File: src/rtl/noc_pkg.sv
// -----------------------------------------------------------------------------
// noc_pkg
// Shared definitions for the NoC router output-port logic.
//   - Crossbar port codes (N, S, W, E, L). The east code doubles as the
//     default/no-route select for the east output port.
//   - outport_state_e : output-port arbitration FSM state.
// -----------------------------------------------------------------------------
package noc_pkg;

    localparam logic [2:0] PORT_N = 3'b000;
    localparam logic [2:0] PORT_S = 3'b001;
    localparam logic [2:0] PORT_W = 3'b010;
    localparam logic [2:0] PORT_E = 3'b011;
    localparam logic [2:0] PORT_L = 3'b100;

    typedef enum logic {
        ST_IDLE   = 1'b0,
        ST_LOCKED = 1'b1
    } outport_state_e;

endpackage

File: src/rtl/credit_counter.sv
// -----------------------------------------------------------------------------
// credit_counter
// Saturating up/down counter tracking free slots in the downstream buffer.
// Starts full (CREDIT_DEPTH). inc and dec in the same cycle cancel out.
// Ports:
//   clk, reset : clock, asynchronous active-high reset
//   inc        : one slot returned by downstream
//   dec        : one slot consumed by a forwarded flit
//   count      : current credit count
//   zero, full : count == 0, count == CREDIT_DEPTH
// -----------------------------------------------------------------------------
module credit_counter #(
    parameter int CREDIT_DEPTH = 4
) (
    input  logic                              clk,
    input  logic                              reset,
    input  logic                              inc,
    input  logic                              dec,
    output logic [$clog2(CREDIT_DEPTH+1)-1:0] count,
    output logic                              zero,
    output logic                              full
);

    localparam int CW = $clog2(CREDIT_DEPTH + 1);

    assign zero = (count == '0);
    assign full = (count == CW'(CREDIT_DEPTH));

    // NOTE: state registers use non-blocking (<=) so every flop samples
    // pre-edge values regardless of process ordering.
    always_ff @(posedge clk or posedge reset) begin
        if (reset) begin
            count <= CW'(CREDIT_DEPTH);
        end else if (inc && !dec && !full) begin
            count <= count + CW'(1);
        end else if (dec && !inc && !zero) begin
            count <= count - CW'(1);
        end
    end

endmodule

File: src/rtl/e_outport_ctrl.sv
// -----------------------------------------------------------------------------
// e_outport_ctrl
// East output-port controller: locks the crossbar onto the granted input port
// for the length of one packet, forwards flits while downstream credit is
// available and rotates the round-robin order once the tail has gone out.
// Ports:
//   clk, reset                   : clock, asynchronous active-high reset
//   rrp_e_priority_to_cs_i [2:0] : winning port code from the east RR processor
//   rrp_e_priority_{n,s,w,l}_i   : per-port grants from the east RR processor
//   flit_valid_i, flit_tail_i    : selected input buffer has a flit / it is a tail
//   credit_return_i              : downstream freed one slot
//   cs_e_sel_o [2:0]             : crossbar select for the east output
//   cs_e_valid_o, flit_pop_o     : flit forwarded this cycle / dequeue it
//   rr_register_change_order_o   : one-cycle pulse after a tail is forwarded
//   rr_downstream_credit_o       : east can accept a new grant
//   credit_err_o                 : sticky protocol error (credit overflow or
//                                  multiple grants while idle)
// Configuration: define E_OUTPORT_ERR_CHECK_EN to enable credit_err_o;
// otherwise it is tied low.
// -----------------------------------------------------------------------------
module e_outport_ctrl
    import noc_pkg::*;
#(
    parameter int CREDIT_DEPTH = 4
) (
    input  logic       clk,
    input  logic       reset,
    input  logic [2:0] rrp_e_priority_to_cs_i,
    input  logic       rrp_e_priority_n_i,
    input  logic       rrp_e_priority_s_i,
    input  logic       rrp_e_priority_w_i,
    input  logic       rrp_e_priority_l_i,
    input  logic       flit_valid_i,
    input  logic       flit_tail_i,
    input  logic       credit_return_i,
    output logic [2:0] cs_e_sel_o,
    output logic       cs_e_valid_o,
    output logic       flit_pop_o,
    output logic       rr_register_change_order_o,
    output logic       rr_downstream_credit_o,
    output logic       credit_err_o
);

    localparam int CW = $clog2(CREDIT_DEPTH + 1);

    outport_state_e state, state_next;

    logic [CW-1:0] credit;
    logic          credit_zero;
    logic          credit_full;
    logic [2:0]    grant_count;
    logic          one_grant;
    logic          multi_grant;
    logic          forward;
    logic          capture;

    assign grant_count = {2'b00, rrp_e_priority_n_i} + {2'b00, rrp_e_priority_s_i}
                       + {2'b00, rrp_e_priority_w_i} + {2'b00, rrp_e_priority_l_i};
    assign one_grant   = (grant_count == 3'd1);
    assign multi_grant = (grant_count > 3'd1);

    // A grant is only accepted when downstream has room for at least one flit.
    assign capture = (state == ST_IDLE) && one_grant && !credit_zero;
    assign forward = (state == ST_LOCKED) && flit_valid_i && !credit_zero;

    assign cs_e_valid_o           = forward;
    assign flit_pop_o             = forward;
    assign rr_downstream_credit_o = (state == ST_IDLE) && !credit_zero;

    credit_counter #(
        .CREDIT_DEPTH (CREDIT_DEPTH)
    ) u_credit_counter (
        .clk   (clk),
        .reset (reset),
        .inc   (credit_return_i),
        .dec   (forward),
        .count (credit),
        .zero  (credit_zero),
        .full  (credit_full)
    );

    always_ff @(posedge clk or posedge reset) begin
        if (reset) begin
            state <= ST_IDLE;
        end else begin
            state <= state_next;
        end
    end

    // NOTE: state_next gets a default before the case so no path leaves it
    // unassigned, which would infer a latch.
    always_comb begin
        state_next = state;
        case (state)
            ST_IDLE:   if (capture) state_next = ST_LOCKED;
            ST_LOCKED: if (forward && flit_tail_i) state_next = ST_IDLE;
            default:   state_next = ST_IDLE;
        endcase
    end

    // Select is captured with the grant and held for the whole packet; it
    // keeps its last value while idle.
    always_ff @(posedge clk or posedge reset) begin
        if (reset) begin
            cs_e_sel_o <= PORT_E;
        end else if (capture) begin
            cs_e_sel_o <= rrp_e_priority_to_cs_i;
        end
    end

    // Reset clears this flop, so a packet abandoned by reset never pulses.
    always_ff @(posedge clk or posedge reset) begin
        if (reset) begin
            rr_register_change_order_o <= 1'b0;
        end else begin
            rr_register_change_order_o <= forward && flit_tail_i;
        end
    end

`ifdef E_OUTPORT_ERR_CHECK_EN
    logic credit_overflow;
    // A return that would push the count past CREDIT_DEPTH; a same-cycle
    // forward absorbs it.
    assign credit_overflow = credit_return_i && credit_full && !forward;

    always_ff @(posedge clk or posedge reset) begin
        if (reset) begin
            credit_err_o <= 1'b0;
        end else if (credit_overflow || ((state == ST_IDLE) && multi_grant)) begin
            credit_err_o <= 1'b1;
        end
    end
`else
    logic unused_err_inputs;
    assign unused_err_inputs = &{1'b0, credit_full, multi_grant};
    assign credit_err_o      = 1'b0;
`endif

endmodule

File: config.mk
export PLATFORM = sky130hd
export DESIGN_NAME = e_outport_ctrl
export DESIGN_NICKNAME = d
export VERILOG_FILES = /design/src/rtl/noc_pkg.sv /design/src/rtl/credit_counter.sv /design/src/rtl/e_outport_ctrl.sv
export SDC_FILE = /design/constraint.sdc
export NUM_CORES = 1
export LEC_CHECK = 0
export CAP_MARGIN = 20
export CELL_PAD_IN_SITES_DETAIL_PLACEMENT = 2
export CELL_PAD_IN_SITES_GLOBAL_PLACEMENT = 2
export CORE_MARGIN = 2
export CORE_UTILIZATION = 25
export DETAILED_ROUTE_END_ITERATION = 6
export GPL_ROUTABILITY_DRIVEN = 0
export GPL_TIMING_DRIVEN = 0
export PLACE_DENSITY_LB_ADDON = 0.3
export SYNTH_ARGS = -nofsm -noshare
export SYNTH_HDL_FRONTEND = slang
export SYNTH_SLANG_ARGS = --single-unit
File: constraint.sdc
create_clock -name clk -period 1.9 [get_ports clk]
set_input_delay 0.19 -clock clk [delete_from_list [all_inputs] [get_ports clk]]
set_output_delay 0.19 -clock clk [all_outputs]
set_load 0.005 [all_outputs]
==> metrics <==
Data required, critical path=2050 ps; FF-to-FF path depth=6; first-pass GRT wire length=2470 µm; vias per inst=4.667; worst r2r src=u_credit_counter.count[1]$_DFFE_PP0P_; GRT overflow=0; GRT Total Usage=13.29%; Final Hold Viols=0; layout cell share with drive strength beyond 1=36.14%; hpwl dp=1165 µm; clock slew at reported path FFs=60 ps; WL/cell=14.35 µm; FMAX=521.9 MHz; largest net degree at the start of global routing=11; Synth Area per Inst=9.776 µm²; part of the power in the clock network=11.3%; Slew Limit Fails=0; Worst-Skew Late Latency=260 ps; syn_nets=75; clk sinks=8; combinational fraction of design power=55.9%; FP Rows=17; I/O Pins=20; HP Class=input pin to asynchronous set/reset pin; static leakage=0.3870 nW; crit path kind=input pin to flip-flop; Fillers=233; fin crit share=100.8%; core footprint=2191 µm²; vias in the first global route=544; largest family of logic cells by synthesized area=simple AND/OR/NAND/NOR gates; synthesized instance count=59; Crit-path slowest cell=fa_1; Pwr per Cell Area=1397 nW/µm²; switch share=38.34%; post-route setup slack=-16.10 ps; synth unique cells=28; number of remaining DRC errors=0; post-route ant nets=0; synthesized flop and latch total=8; crit path max fanout=4; TritonRoute pass-1 iters=4; MaxCap Viol Count=0; n_diodes=0; final setup fails=1; outcome=finished with violations; area share of and/or/nand/nor cells after synthesis=17.35%; post-placement setup slack=-860.3 ps; Post-Synth Adder-Cell Area=11.28%; Crit. End Element=flip-flop; initial antenna violation count=0; critical path, cell by cell=buf_8, inv_4, fa_1, inv_1, ha_2, ha_4, nand2b_4, nor4_4, buf_4, mux2_4; CP bufs+invs=4; setup slack, reg-to-reg=40 ps; post-synthesis xor/xnor area fraction=3.037%; CP max stage delay=520 ps; Worst Skew=7.435 ps; worst hold slack=180.2 ps; die area=2708 µm²; Internal Pwr Total=0.7717 mW; die width=52.04 µm; RSZ-0062 raised after global routing=yes; PortBufs=17; Power Total=1.252 mW; Initial Utilization=26.33%; initial drt markers=4; post-route minimum period=1916 ps; total routed wirelength=1593 µm; synthesis-to-layout area growth=55.31%; TritonCTS Buffers=3; Max clock buf depth=2; RR Endpoint=u_credit_counter.count[1]$_DFFE_PP0P_; share of power burned in registers=32.8%; vias=518; mux cell area share after synthesis=5.857%; die span in y=52.04 µm; failing checks=negative setup slack; CP arrival=2060 ps; CTS tree=done; maximum vdd drop=0.5939 mV; Synth Area in Compound Gates=16.49%; delay-heaviest family, CP=adder cells; clk root buf=clkbuf_4; Ys Warns=0; H-tree lvl count=1; hold buffer count at cts=0; sw power=0.4798 mW; sequential fraction of the synthesis area=35.36%; Post-Synthesis Cell Area=576.8 µm²; nets=100; Startpoint Class=input pin
-- worst reg2reg max path: stages, from the launching register on --
cell and delay [ps]:
dfrtp_1 570, nor2_4 80, nand2_1 80, o211ai_1 100
fa_1 540, inv_1 50, a222oi_1 330
-- how the worst max path moves through the flow --
stage                                                from                                    end  cells after the start
finish                                 rrp_e_priority_s_i              cs_e_sel_o[2]$_DFFE_PP0P_                     10
floorplan                              rrp_e_priority_l_i              cs_e_sel_o[2]$_DFFE_PP0P_                      8
global route                           rrp_e_priority_s_i              cs_e_sel_o[2]$_DFFE_PP0P_                     10
detailed placement                     rrp_e_priority_l_i              cs_e_sel_o[2]$_DFFE_PP0P_                      9
global placement                       rrp_e_priority_l_i              cs_e_sel_o[2]$_DFFE_PP0P_                      9
CTS                 u_credit_counter.count[1]$_DFFE_PP0P_  u_credit_counter.count[2]$_DFFE_PP1P_                      7
-- cell families (layout without fill, tap and decap cells) --
kind of cell / count (synthesis) / count (layout)
fa+ha+maj: 4 / 4
flops: 8 / 8
mux: 3 / 3
simple gates: 16 / 16
buf+inv: 13 / 37
other cells: 1 / 1
xor+xnor: 2 / 2
compound gates: 12 / 12
-- cell type report --
type	count	area, µm²	area share (%)
multi-input cells	38	367.9	41.06
flip-flops and latches	8	206.4	23.04
repair buffers	20	192.7	21.51
inverters	10	47.55	5.307
well taps	28	35.03	3.911
clock buffers	4	26.28	2.933
plain buffers	3	20.02	2.235
-- synthesized netlist by cell type --
cell / instances / area [µm²]
a21boi_0: 1 / 7.510
dfrtp_1: 5 / 125.1
dfstp_2: 3 / 78.83
o211ai_1: 2 / 15.01
nor2_1: 4 / 15.01
nand2_1: 4 / 15.01
ha_1: 2 / 25.02
nor4_4: 1 / 21.27
nand3b_1: 1 / 7.510
buf_2: 1 / 5.000
nand2b_1: 2 / 12.51
xnor2_1: 2 / 17.52
inv_1: 10 / 37.54
o221ai_1: 2 / 17.52
o21bai_1: 1 / 7.510
fa_1: 2 / 40.04
and2_1: 2 / 12.51
o22a_1: 1 / 8.760
nand4_1: 1 / 6.260
o21a_1: 1 / 7.510
o21ai_0: 1 / 5.000
o31ai_1: 1 / 7.510
nor3_2: 1 / 10.01
conb_1: 1 / 3.750
mux2_2: 3 / 33.78
a2bb2oi_1: 1 / 8.760
a222oi_1: 1 / 10.01
buf_4: 2 / 15.01
-- stage by stage --
| stage | instances | utilization [%] | area (µm²) | setup TNS (ps) |
|---|---|---|---|---|
| 6_report | 111 | 40.89 | 895.9 | -16.10 |
| 5_1_grt | 111 | 40.89 | 895.9 | -491.4 |
| 4_1_cts | 111 | 40.43 | 885.9 | 0 |
| 3_5_place_dp | 104 | 37.12 | 813.3 | -3502 |
| 3_3_place_gp | 104 | 37.12 | 813.3 | -3370 |
| 2_1_floorplan | 59 | - | 608.1 | -369.9 |
-- sequential cells by signal, indices dropped and copies added (netlist names) --
register	cells
rr_register_change_order_o	1
cs_e_sel_o	3
u_credit_counter.count	3
state	1
-- power groups by stage --
| stage | Clock, mW | Combinational, mW | Sequential [mW] |
|---|---|---|---|
| 2_1_floorplan | 0 | 0.385 | 0.371 |
| 3_3_place_gp | 0 | 0.590 | 0.399 |
| 3_5_place_dp | 0 | 0.622 | 0.403 |
| 4_1_cts | 0.147 | 0.702 | 0.411 |
| 5_1_grt | 0.154 | 0.771 | 0.430 |
| 6_report | 0.141 | 0.700 | 0.411 |
-- layout by cell type, fill, tap and decap left out, types with 2 or more instances in the layout --
cell,instances
clkbuf_4,3
dfrtp_2,2
buf_2,2
mux2_4,3
o221ai_1,2
nand2_1,3
and2_1,2
fa_1,2
dfrtp_1,3
dfstp_2,3
buf_4,6
clkdlybuf4s50_1,13
nor2_1,2
xnor2_1,2
inv_1,8
o211ai_1,2
-- repair_timing --
item	CTS	global route
hold endpoints to repair	0	0
gates resized for setup	18	6
setup endpoints to repair	8	7
setup buffers	3	0
pin swaps	4	3
-- routing by layer --
layer,vias to the layer above,wire length (µm),track usage (%)
met5,-,0,0
met4,0,40,7.895
met3,5,75,4.310
met2,15,832,23.21
met1,251,645,13.68
li1,247,-,-
No activity file was read; power rests on OpenSTA's default activity.
